## config.mk

```make
export PLATFORM = sky130hd
export DESIGN_NAME = muxn_stream_reg
export DESIGN_NICKNAME = d
export VERILOG_FILES = /design/src/rtl/muxn_stream_reg_pkg.sv /design/src/rtl/muxn_stream_reg_rr_arbiter.sv /design/src/rtl/muxn_stream_reg.sv
export SDC_FILE = /design/constraint.sdc
export NUM_CORES = 1
export LEC_CHECK = 0
export ABC_CLOCK_PERIOD_IN_PS = 4000
export CAP_MARGIN = 5
export CORE_AREA = 2 2 61 63
export CTS_CLUSTER_DIAMETER = 80
export DETAILED_ROUTE_END_ITERATION = 12
export DIE_AREA = 0 0 63 65
export HOLD_SLACK_MARGIN = 0.02
export PLACE_DENSITY = 0.84
export SLEW_MARGIN = 20
export SYNTH_ARGS = -nofsm -noshare
export SYNTH_HDL_FRONTEND = slang
export SYNTH_SLANG_ARGS = --single-unit
```

## constraint.sdc

```tcl
create_clock -name clk -period 4 [get_ports clk]
set_input_delay 0.4 -clock clk [delete_from_list [all_inputs] [get_ports clk]]
set_output_delay 0.4 -clock clk [all_outputs]
set_load 0.1 [all_outputs]
```

## src/rtl/muxn_stream_reg_pkg.sv

```systemverilog
// rtl/muxn_stream_reg_pkg.sv - shared mode type and index helper for the stream mux
package muxn_stream_reg_pkg;

   typedef enum logic {
      MODE_SEL = 1'b0,
      MODE_RR  = 1'b1
   } mux_mode_t;

   function automatic int wrap_inc(input int idx, input int n);
      return (idx + 1 >= n) ? 0 : idx + 1;
   endfunction

endpackage

```

## src/rtl/muxn_stream_reg_rr_arbiter.sv

```systemverilog
// rtl/muxn_stream_reg_rr_arbiter.sv - combinational round-robin arbiter, first requester at or after ptr
module rr_arbiter #(
   parameter int N = 4,
   localparam int SELW = $clog2(N)
) (
   input  logic [N-1:0]    req,
   input  logic [SELW-1:0] ptr,
   output logic [N-1:0]    grant,
   output logic [SELW-1:0] idx
);

   int               pos;
   logic [SELW-1:0]  pos_w;
   logic             found;

   always_comb begin
      grant = '0;
      idx   = '0;
      found = 1'b0;
      pos   = 0;
      pos_w = '0;
      for (int k = 0; k < N; k++) begin
         // Wrap the scan position without a modulo so non-power-of-2 N stays cheap
         pos = int'(ptr) + k;
         if (pos >= N) pos = pos - N;
         pos_w = SELW'(pos);
         if (!found && req[pos_w]) begin
            found        = 1'b1;
            grant[pos_w] = 1'b1;
            idx          = pos_w;
         end
      end
   end

endmodule

```

## src/rtl/muxn_stream_reg.sv

```systemverilog
// rtl/muxn_stream_reg.sv - N-input registered stream mux with explicit-select and round-robin modes
module muxn_stream_reg
   import muxn_stream_reg_pkg::*;
#(
   parameter int WIDTH = 8,
   parameter int N     = 4,
   localparam int SELW = $clog2(N)
) (
   input  logic               clk,
   input  logic               rst,
   input  mux_mode_t          mode,
   input  logic [SELW-1:0]    sel,
   input  logic [N*WIDTH-1:0] in_data,
   input  logic [N-1:0]       in_valid,
   output logic [N-1:0]       in_ready,
   output logic [WIDTH-1:0]   out_data,
   output logic [SELW-1:0]    out_ch,
   output logic               out_valid,
   input  logic               out_ready
);

   logic [SELW-1:0]  ptr;
   logic [N-1:0]     rr_grant;
   logic [SELW-1:0]  rr_idx;
   logic [N-1:0]     sel_grant;
   logic [N-1:0]     grant;
   logic [SELW-1:0]  gidx;
   logic [WIDTH-1:0] gdata;
   logic             has_grant;
   logic             load;

   rr_arbiter #(.N(N)) u_arb (
      .req   (in_valid),
      .ptr   (ptr),
      .grant (rr_grant),
      .idx   (rr_idx)
   );

   always_comb begin
      sel_grant = '0;
      gdata     = '0;
      // An out-of-range sel matches no channel index, so it never grants
      for (int i = 0; i < N; i++) begin
         sel_grant[i] = in_valid[i] && (sel == SELW'(i));
      end
      grant     = (mode == MODE_RR) ? rr_grant : sel_grant;
      gidx      = (mode == MODE_RR) ? rr_idx : sel;
      has_grant = |grant;
      for (int i = 0; i < N; i++) begin
         if (grant[i]) gdata = in_data[i*WIDTH +: WIDTH];
      end
   end

   assign load     = ~out_valid | out_ready;
   assign in_ready = (load && !rst) ? grant : '0;

   always_ff @(posedge clk) begin
      if (rst) begin
         out_valid <= 1'b0;
         out_data  <= '0;
         out_ch    <= '0;
         ptr       <= '0;
      end else if (load) begin
         if (has_grant) begin
            out_valid <= 1'b1;
            out_data  <= gdata;
            out_ch    <= gidx;
            if (mode == MODE_RR) ptr <= SELW'(wrap_inc(int'(gidx), N));
         end else begin
            out_valid <= 1'b0;
         end
      end
   end

endmodule

```

==> out/results.ini, run 1 <==
[placement]
place_hpwl_mm=3.74
place_ws_ps=762
io_buffers=56
globalplace.congestion=0.929

[yosys]
yosys-top-cells-area=dfxtp_1, a2111oi_0, a2bb2oi_1
syn-cell-area_um2=1630
synth_seq_cells=13
synth_fp_nets=250
synth_common_cells=nand2_1, dfxtp_1, inv_1
synth-xor-area-share_pct=0.538
yosys.area.top_type=dfxtp_1
synth_async_sr_flop_share_pct=0
synthAdderAreaFrac_pct=4.61
ys.flop_type=dfxtp_1
yosysMostFrequentCell=nand2_1
ys_warn_count=0
synth_compound_area_share_pct=43.1
synth_edf_count=0
yosys.area_share.simple_pct=20.3
syn_area_per_cell_um2=8.06
synthMuxAreaShare_pct=6.15
synth_top_area_share_pct=16.0
synth_top_family_by_area=compound AO/OA/AOI/OAI gates
ys_seq_area_share_pct=16.0
synth_cells=202
ys_types=58

[sta]
drv_slew=0
hold_viol_final=0
rsz0062_at_grt=no
slew_headroom_pct=33.0
min_period_over_period_pct=85.3
fmax_ghz=0.293
worst_slack_ps=586
setup_viol=0
finClkSkew_ps=4.60
worstMarginPinSlew_ps=1000
tns_ps=0
fin_crit_ps=3410

[clock_network]
cts_buffers=3
cts_tree=done
cts_hold_buf=0
cts_resized=0
clk-insertion-delay-late_ps=270
post-cts-setup-buffer-count=0
clock-sinks=13
clockBufferDepth=2
clk_pin_slew_worst_paths_ps=80
cts_root_buf=clkbuf_4
htreeDepth=1

[worst_setup_path]
crit_fanout=12
cp_slowest_stage_delay_ps=460
end_kind=primary output
required_ps=3600
reg2reg_slack_ps=870
crit_chain=inv_1 > ha_1 > or3b_1 > a211o_1 > a21boi_0 > o31ai_2 > nor2_1 > buf_12
path_class=flop to primary output
cpMaxStageDelayCell=ha_1
arrival_ps=3010
start_kind=flop

[drt]
post_drt_via_cell_ratio=6.08
drt-total-wl_mm=4.74
ant_nets=0
drt_pass1_iterations=4
drt-initial-drc-count=177
wl_per_cell_um=16.0
drc=0
num_vias=1807

[pwr]
power_leakage_uw=0.000810
p_sw_uw=650
vdd_ir_drop_max_v=0.000372
swShare_pct=57.0
intPower_uw=491
clock_power_share_pct=7.0
combPwrFrac_pct=76.5
powerDensity_nw_per_um2=508
pwr-share-seq_pct=16.5

[global_routing]
track_usage_pct=24.0
grt-ovfl-total=0
grt_max_degree=21
grt_pass1_vias=1674
grt_antenna_before_repair=0
grt_pass1_wl_mm=7.93

[die]
die_w_um=63
die_area_um2=4100
start_util_pct=46.6
ios=57
die_h_um=65
core_area_um2=3500
rows=22

[layout]
seq_area_um2=260
drive_above_1_share_pct=11.6
final_nets=298
multiInputGateArea_um2=1220
diodes=0
fillCellCount=301
areaGrowthSynthToFinish_pct=37.8
fin_util_pct=64.2

[run_status]
status=completed

[job]
drv_cap=0

[min_path]
hp-class=flop to flop

## power groups by stage
stage	clock network (uW)	registers [uW]	logic, uW
final	80.4	188	872
after global placement	0	190	854
after detailed placement	0	191	863
after global routing	87.9	191	928
after floorplan	0	420	437
after CTS	81.4	188	867
## stage by stage
stage / hold slack (ps) / instances / power, uW / area [um2]
after global placement: 491 / 293 / 1040 / 2220
after CTS: 511 / 297 / 1140 / 2240
after global routing: 539 / 297 / 1210 / 2240
final: 516 / 297 / 1140 / 2240
after floorplan: 469 / 202 / 857 / 1630
after detailed placement: 493 / 293 / 1050 / 2220
## critical path, delay by kind of cell, from the launching register on
kind | cells | cell delay (ps)
AOI/OAI and AO/OA | 3 | 860
and+or+nand+nor | 2 | 710
adders and majority gates | 1 | 460
DFF | 1 | 380
buffers and inverters | 2 | 330
## placed cells by master (no fill, tap or decap), types with 3 or more instances in the layout
| cell type | netlist | final |
|---|---|---|
| nand2b_1 | 4 | 4 |
| and2_1 | 8 | 8 |
| clkbuf_4 | 0 | 3 |
| inv_1 | 11 | 11 |
| o2111ai_1 | 3 | 3 |
| o31ai_1 | 8 | 8 |
| nor3_2 | 2 | 3 |
| buf_12 | 0 | 4 |
| nand2_1 | 15 | 15 |
| nor2b_1 | 3 | 3 |
| clkdlybuf4s50_1 | 0 | 52 |
| o211ai_1 | 10 | 10 |
| dfxtp_1 | 13 | 13 |
| nor3_1 | 10 | 9 |
| buf_4 | 3 | 4 |
| o31a_1 | 3 | 3 |
| ha_1 | 6 | 6 |
| mux4_2 | 3 | 3 |
| a2111oi_0 | 9 | 9 |
| a2bb2oi_1 | 9 | 9 |
| a21oi_1 | 8 | 8 |
| o21ai_1 | 9 | 9 |
| nor2_1 | 5 | 5 |
| nand3_1 | 3 | 3 |
## layer usage
| metal | GRT usage [%] | wire length [um] | up-vias |
|---|---|---|---|
| met5 | 0 | 0 | - |
| met3 | 5.03 | 340 | 4 |
| li1 | - | - | 889 |
| met1 | 28.8 | 2030 | 822 |
| met2 | 43.6 | 2320 | 92 |
| met4 | 5.56 | 51 | 0 |
## registers in the layout, indices dropped and copies added, names as in the netlist
signal,cells
out_data,8
out_ch,2
ptr,2
out_valid,1
## final timing paths
check / startpoint / end / depth (start not counted)
max: ptr[0] / in_ready[2] / 8
min: out_data[1] / out_data[1] / 2
max reg2reg: ptr[0] / out_data[3] / 10
min reg2reg: out_data[1] / out_data[1] / 2
## cell families after synthesis
| kind of cell | count (synthesis) |
|---|---|
| compound gates | 87 |
| simple gates | 60 |
| buf+inv | 29 |
| flops | 13 |
| mux | 6 |
| fa+ha+maj | 6 |
| xor+xnor | 1 |
## final cells by class
| cell class | instances | area share, % |
|---|---|---|
| multi-input combinational | 160 | 54.4 |
| inverter | 12 | 2.01 |
| sequential | 13 | 11.6 |
| tap | 48 | 2.68 |
| timing repair buffer | 60 | 28.1 |
| clock buffer | 4 | 1.17 |
Note: power is estimated with default switching activity, not from simulation.
==> run 2, diff against run 1 <==
- CELL_PAD_IN_SITES_DETAIL_PLACEMENT: default -> 1
- CELL_PAD_IN_SITES_GLOBAL_PLACEMENT: default -> 2
- CORE_AREA: 2 2 61 63 -> 2 2 80 82
- CTS_BUF_LIST: default -> sky130_fd_sc_hd__clkbuf_4
- DIE_AREA: 0 0 63 65 -> 0 0 82 84
- PLACE_DENSITY: 0.84 -> default
- PLACE_DENSITY_LB_ADDON: default -> 0.1
==> out/results.ini, run 2 (same netlist as run 1, synthesis figures left out) <==
[run_status]
status=completed

[layout]
final_nets=298  ; unchanged
seq_area_um2=260  ; unchanged
top_register=out_data
final_common_cell=clkdlybuf4s50_1
fin_area_um2=2280  ; +1.7%
top_regs=out_data x8, out_ch x2, ptr x2
areaGrowthSynthToFinish_pct=40.1
fin_util_pct=37.4  ; -27 points
diodes=0  ; unchanged
multiInputGateArea_um2=1220  ; unchanged
drive_above_1_share_pct=12.0  ; +0.40 points
final_cell_mix=clkdlybuf4s50_1, nand2_1, dfxtp_1
largest_reg_flops=8  ; unchanged
fillCellCount=740  ; +150%

[pwr]
power_leakage_uw=0.000813  ; +0.34%
swShare_pct=57.7  ; +0.69 points
pwr-share-seq_pct=16.1  ; -0.4 points
intPower_uw=489  ; -0.24%
p_sw_uw=667  ; +2.6%
powerDensity_nw_per_um2=507  ; -0.27%
clock_power_share_pct=7.2  ; +0.2 points
combPwrFrac_pct=76.7  ; +0.2 points
vdd_ir_drop_max_v=0.000429  ; +15%

[clock_network]
cts_resized=0  ; unchanged
cts_root_buf=clkbuf_4
cts_buffers=3  ; unchanged
clockBufferDepth=2  ; unchanged
cts_tree=done
clock-sinks=13  ; unchanged
clk_pin_slew_worst_paths_ps=80  ; about the same
htreeDepth=1  ; unchanged
post-cts-setup-buffer-count=0  ; unchanged
cts_hold_buf=0  ; unchanged
clk-insertion-delay-late_ps=280  ; about the same

[job]
drv_cap=0  ; unchanged

[worst_setup_path]
arrival_ps=2960  ; -50 ps
end_kind=primary output
required_ps=3600  ; about the same
path_class=flop to primary output
start_kind=flop
crit_fanout=12  ; unchanged
rr_worst_depth=9  ; -1

[sta]
fin_crit_ps=3360  ; -53.4 ps
rsz0062_at_grt=no
slew_headroom_pct=34.0  ; +1.0 points
hold_slack_ps=502  ; -13.3 ps
min_period_over_period_pct=84.0  ; -1.3 points
tns_ps=0  ; unchanged
finClkSkew_ps=1.62  ; -2.97 ps
worstMarginPinSlew_ps=986  ; -15.3 ps
setup_viol=0  ; unchanged
drv_slew=0  ; unchanged
fmax_ghz=0.298  ; +1.6%
hold_viol_final=0  ; unchanged

[die]
rows=29  ; +32%
die_h_um=84  ; +29%
ios=57  ; unchanged
core_area_um2=6100  ; +74%
die_area_um2=6890  ; +68%
die_w_um=82  ; +30%
start_util_pct=26.7  ; -20 points

[drt]
drt_pass1_iterations=4  ; unchanged
drt-total-wl_mm=5.85  ; +23%
ant_nets=0  ; unchanged
drt-initial-drc-count=71  ; -60%
drc=0  ; unchanged
num_vias=1791  ; -0.89%
wl_per_cell_um=17.9  ; +12%
post_drt_via_cell_ratio=5.49  ; -9.7%

[global_routing]
grt_pass1_vias=1891  ; +13%
grt_pass1_wl_mm=9.69  ; +22%
track_usage_pct=18.0  ; -6.0 points
grt-ovfl-total=0  ; unchanged
grt_antenna_before_repair=0  ; unchanged
grt_max_degree=21  ; unchanged

[placement]
globalplace.congestion=0.781  ; -16%
place_hpwl_mm=4.69  ; +25%
io_buffers=56  ; unchanged
dpl_cell_area_um2=2250  ; +1.6%

[min_path]
hp-class=flop to flop
whs_path_depth=2  ; unchanged

-- run 2: cell count changes in the layout (fill, tap and decap cells not counted) --
cell / change
clkbuf_1: -1
clkinv_2: +1
-- run 2: final cells by class --
| cell class | instances | share of cell area, % |
|---|---|---|
| clock buffer | 3 | 0.987 |
| clock inverter | 1 | 0.219 |
| inverter | 12 | 1.97 |
| multi-input combinational | 160 | 53.5 |
| sequential | 13 | 11.4 |
| tap | 77 | 4.22 |
| timing repair buffer | 60 | 27.6 |
-- run 2: path summary, 6_finish.rpt --
path	startpoint	end	slack (ps)
setup / recovery	ptr[1]	in_ready[3]	640
hold / removal	out_data[3]	out_data[3]	500
setup reg to reg	ptr[1]	ptr[0]	820
hold reg to reg	out_data[3]	out_data[3]	500
-- run 2: worst max-delay path: stages, from the launching register on --
cell and delay [ps]:
dfxtp_1 340, inv_1 100, ha_1 440, and3b_1 240, o211ai_1 430, nand2_1 300
a211oi_2 490, nor2_1 140, buf_12 200
-- run 2: per-layer routing --
metal	wire length [um]	vias up	track usage, %
met5	0	-	0
met4	104	0	3.48
met3	289	6	3.90
met2	2970	47	31.0
met1	2480	856	22.6
li1	-	882	-
-- run 2: power groups by stage --
stage | sequential (uW) | combinational [uW] | clock [uW]
after global routing | 191 | 956 | 93.6
after detailed placement | 189 | 892 | 0
after global placement | 189 | 894 | 0
after CTS | 187 | 896 | 85.8
final | 186 | 887 | 83.1
after floorplan | 420 | 437 | 0
-- run 2: through the flow --
| step | std cells | total power, uW | setup WS (ps) |
|---|---|---|---|
| 6_report | 326 | 1160 | 640 |
| 5_1_grt | 326 | 1240 | 357 |
| 4_1_cts | 326 | 1170 | 638 |
| 3_5_place_dp | 322 | 1080 | 622 |
| 3_3_place_gp | 322 | 1080 | 668 |
| 2_1_floorplan | 202 | 857 | 235 |
==> run 3, diff against run 2 <==
- ABC_CLOCK_PERIOD_IN_PS: 4000 -> 2700
- CORE_AREA: 2 2 80 82 -> 2 2 88 90
- DIE_AREA: 0 0 82 84 -> 0 0 90 92
- clock period: 4 -> 2.7 ns (I/O delays scaled with it)
==> out/results.ini, run 3 (same netlist as run 1, synthesis figures left out) <==
[clock_network]
cts_tree=done
cts_buffers=3  ; unchanged
cts_root_buf=clkbuf_4
htreeDepth=1  ; unchanged
clockBufferDepth=2  ; unchanged
clk_pin_slew_worst_paths_ps=90  ; about the same
clock-sinks=13  ; unchanged
clk-insertion-delay-late_ps=290  ; about the same

[sta]
drv_slew=0  ; unchanged
hold_viol_final=0  ; unchanged
worstMarginPinSlew_ps=768  ; -218 ps
fin_crit_ps=2750
rsz0062_at_grt=yes
finClkSkew_ps=9.74  ; +8.12 ps
setup_viol=7  ; +7
worst_slack_ps=-49.9  ; -690 ps
slew_headroom_pct=48.7  ; +15 points
fmax_ghz=0.364
min_period_over_period_pct=102
hold_slack_ps=505  ; +3.20 ps

[layout]
top_regs=out_data x8, out_ch x2, ptr x2
largest_reg_flops=8  ; unchanged
drive_above_1_share_pct=43.6  ; +32 points
diodes=0  ; unchanged
final_common_cell=buf_4
top_register=out_data
areaGrowthSynthToFinish_pct=90.0
final_nets=361  ; +21%
final_cell_mix=buf_4, clkdlybuf4s50_1, nand2_1

[drt]
num_vias=2045  ; +14%
drt-total-wl_mm=6.85  ; +17%
ant_nets=0  ; unchanged
drt-initial-drc-count=35  ; -51%
post_drt_via_cell_ratio=4.94  ; -10%
wl_per_cell_um=16.5  ; -7.9%
drt_pass1_iterations=4  ; unchanged
drc=0  ; unchanged

[worst_setup_path]
path_delay_family=compound AO/OA/AOI/OAI gates
start_kind=flop
required_ps=2430  ; -1170 ps
critical_path.n_buffers_inverters=4  ; +2
cp_slowest_stage_delay_ps=380  ; -110 ps
crit_chain=inv_4 > ha_4 > mux4_2 > a211o_1 > buf_6 > o31ai_4 > buf_4 > nor2_4 > buf_12
crit_fanout=6  ; -6
cpMaxStageDelayCell=dfxtp_4
arrival_ps=2480  ; -480 ps
end_kind=primary output
path_class=flop to primary output

[global_routing]
top_usage_layer=met2
grt_max_degree=18  ; -14%
grt.met3_usage_pct=2.47  ; -1.4 points
grt_antenna_before_repair=0  ; unchanged
grt-ovfl-total=0  ; unchanged
track_usage_pct=15.9  ; -2.1 points
grt_util_met1_pct=19.0  ; -3.5 points
grt_pass1_wl_mm=10.7  ; +11%
grtUsageMet2_pct=31.4  ; +0.35 points
grt_pass1_vias=2081  ; +10%

[pwr]
vdd_ir_drop_max_v=0.000445  ; +3.7%
pwr-share-seq_pct=12.6  ; -3.5 points
combPwrFrac_pct=81.7  ; +5.0 points
p_sw_uw=1170  ; +75%
powerDensity_nw_per_um2=725  ; +43%
clock_power_share_pct=5.6  ; -1.6 points
power_leakage_uw=0.00121  ; +49%
swShare_pct=52.2  ; -5.5 points
intPower_uw=1070  ; +120%

[placement]
globalplace.congestion=0.865  ; +11%
place_hpwl_mm=5.40  ; +15%
place_ws_ps=-451  ; -1070 ps
io_buffers=56  ; unchanged

[die]
die_w_um=90  ; +9.8%
core_area_um2=7450  ; +22%
rows=32  ; +10%
ios=57  ; unchanged
die_area_um2=8280  ; +20%
start_util_pct=21.9  ; -4.8 points
die_h_um=92  ; +9.5%

[run_status]
status=finished, violations left
violations=setup timing

[job]
drv_cap=0  ; unchanged

[min_path]
hp-class=flop to flop

## run 3: changes by cell type in the layout (fill, tap and decap cells not counted), sizes merged
cell	previous run	this run
dlymetal6s2s	0	1
buf	8	82
dlygate4sd2	0	1
clkdlybuf4s50	52	39
## run 3: per-stage QoR
stage	power (uW)	instances	utilization, %	instance area, um2	setup TNS, ps
detailed placement	1910	399	36.6	2730	-4390
floorplan	1310	202	-	1690	-191
finish	2240	414	41.5	3090	-180
global route	2370	414	41.5	3090	-1650
CTS	2150	409	39.4	2930	-243
global placement	1910	399	36.6	2730	-3870
## run 3: final cells by class
class                   count  area [um2]
fillers                   899        4350
clock buffers               3        22.5
well taps                 102         128
flip-flops and latches     13         265
clock inverters             1        5.00
repair buffers            123        1130
multi-input cells         160        1490
inverters                  12        47.5
## run 3: power by group through the flow
stage	combinational, uW	sequential, uW	clock (uW)
after floorplan	684	624	0
final	1830	283	127
after global placement	1620	284	0
after CTS	1740	285	130
after detailed placement	1620	286	0
after global routing	1940	291	136
## run 3: worst paths after layout
| kind | slack [ps] | startpoint | endpoint | cells after the start |
|---|---|---|---|---|
| worst max-delay path | -50 | ptr[1] | in_ready[1] | 9 |
| worst min-delay path | 510 | out_data[2] | out_data[2] | 2 |
| worst max register to register | -20 | ptr[1] | out_ch[0] | 10 |
| worst min register to register | 510 | out_data[2] | out_data[2] | 2 |
## run 3: tightest hold or removal path: cells and delay by family (launching register included)
kind,cells,cell delay [ps]
flops,1,320
compound gates,2,150
## run 3: timing repair
action	CTS	global route
endpoints found under the setup margin	16	17
endpoints found under the hold margin	0	0
pin swaps	12	11
hold buffers	0	0
resized for setup	27	23
setup buffers	8	5
## run 3: layer usage
metal | wire length (um) | vias to the layer above | share of wire [%]
li1 | - | 1017 | -
met1 | 2910 | 985 | 43
met2 | 3660 | 43 | 53
met3 | 270 | 0 | 3.9
met4 | 0 | 0 | 0
met5 | 0 | - | 0
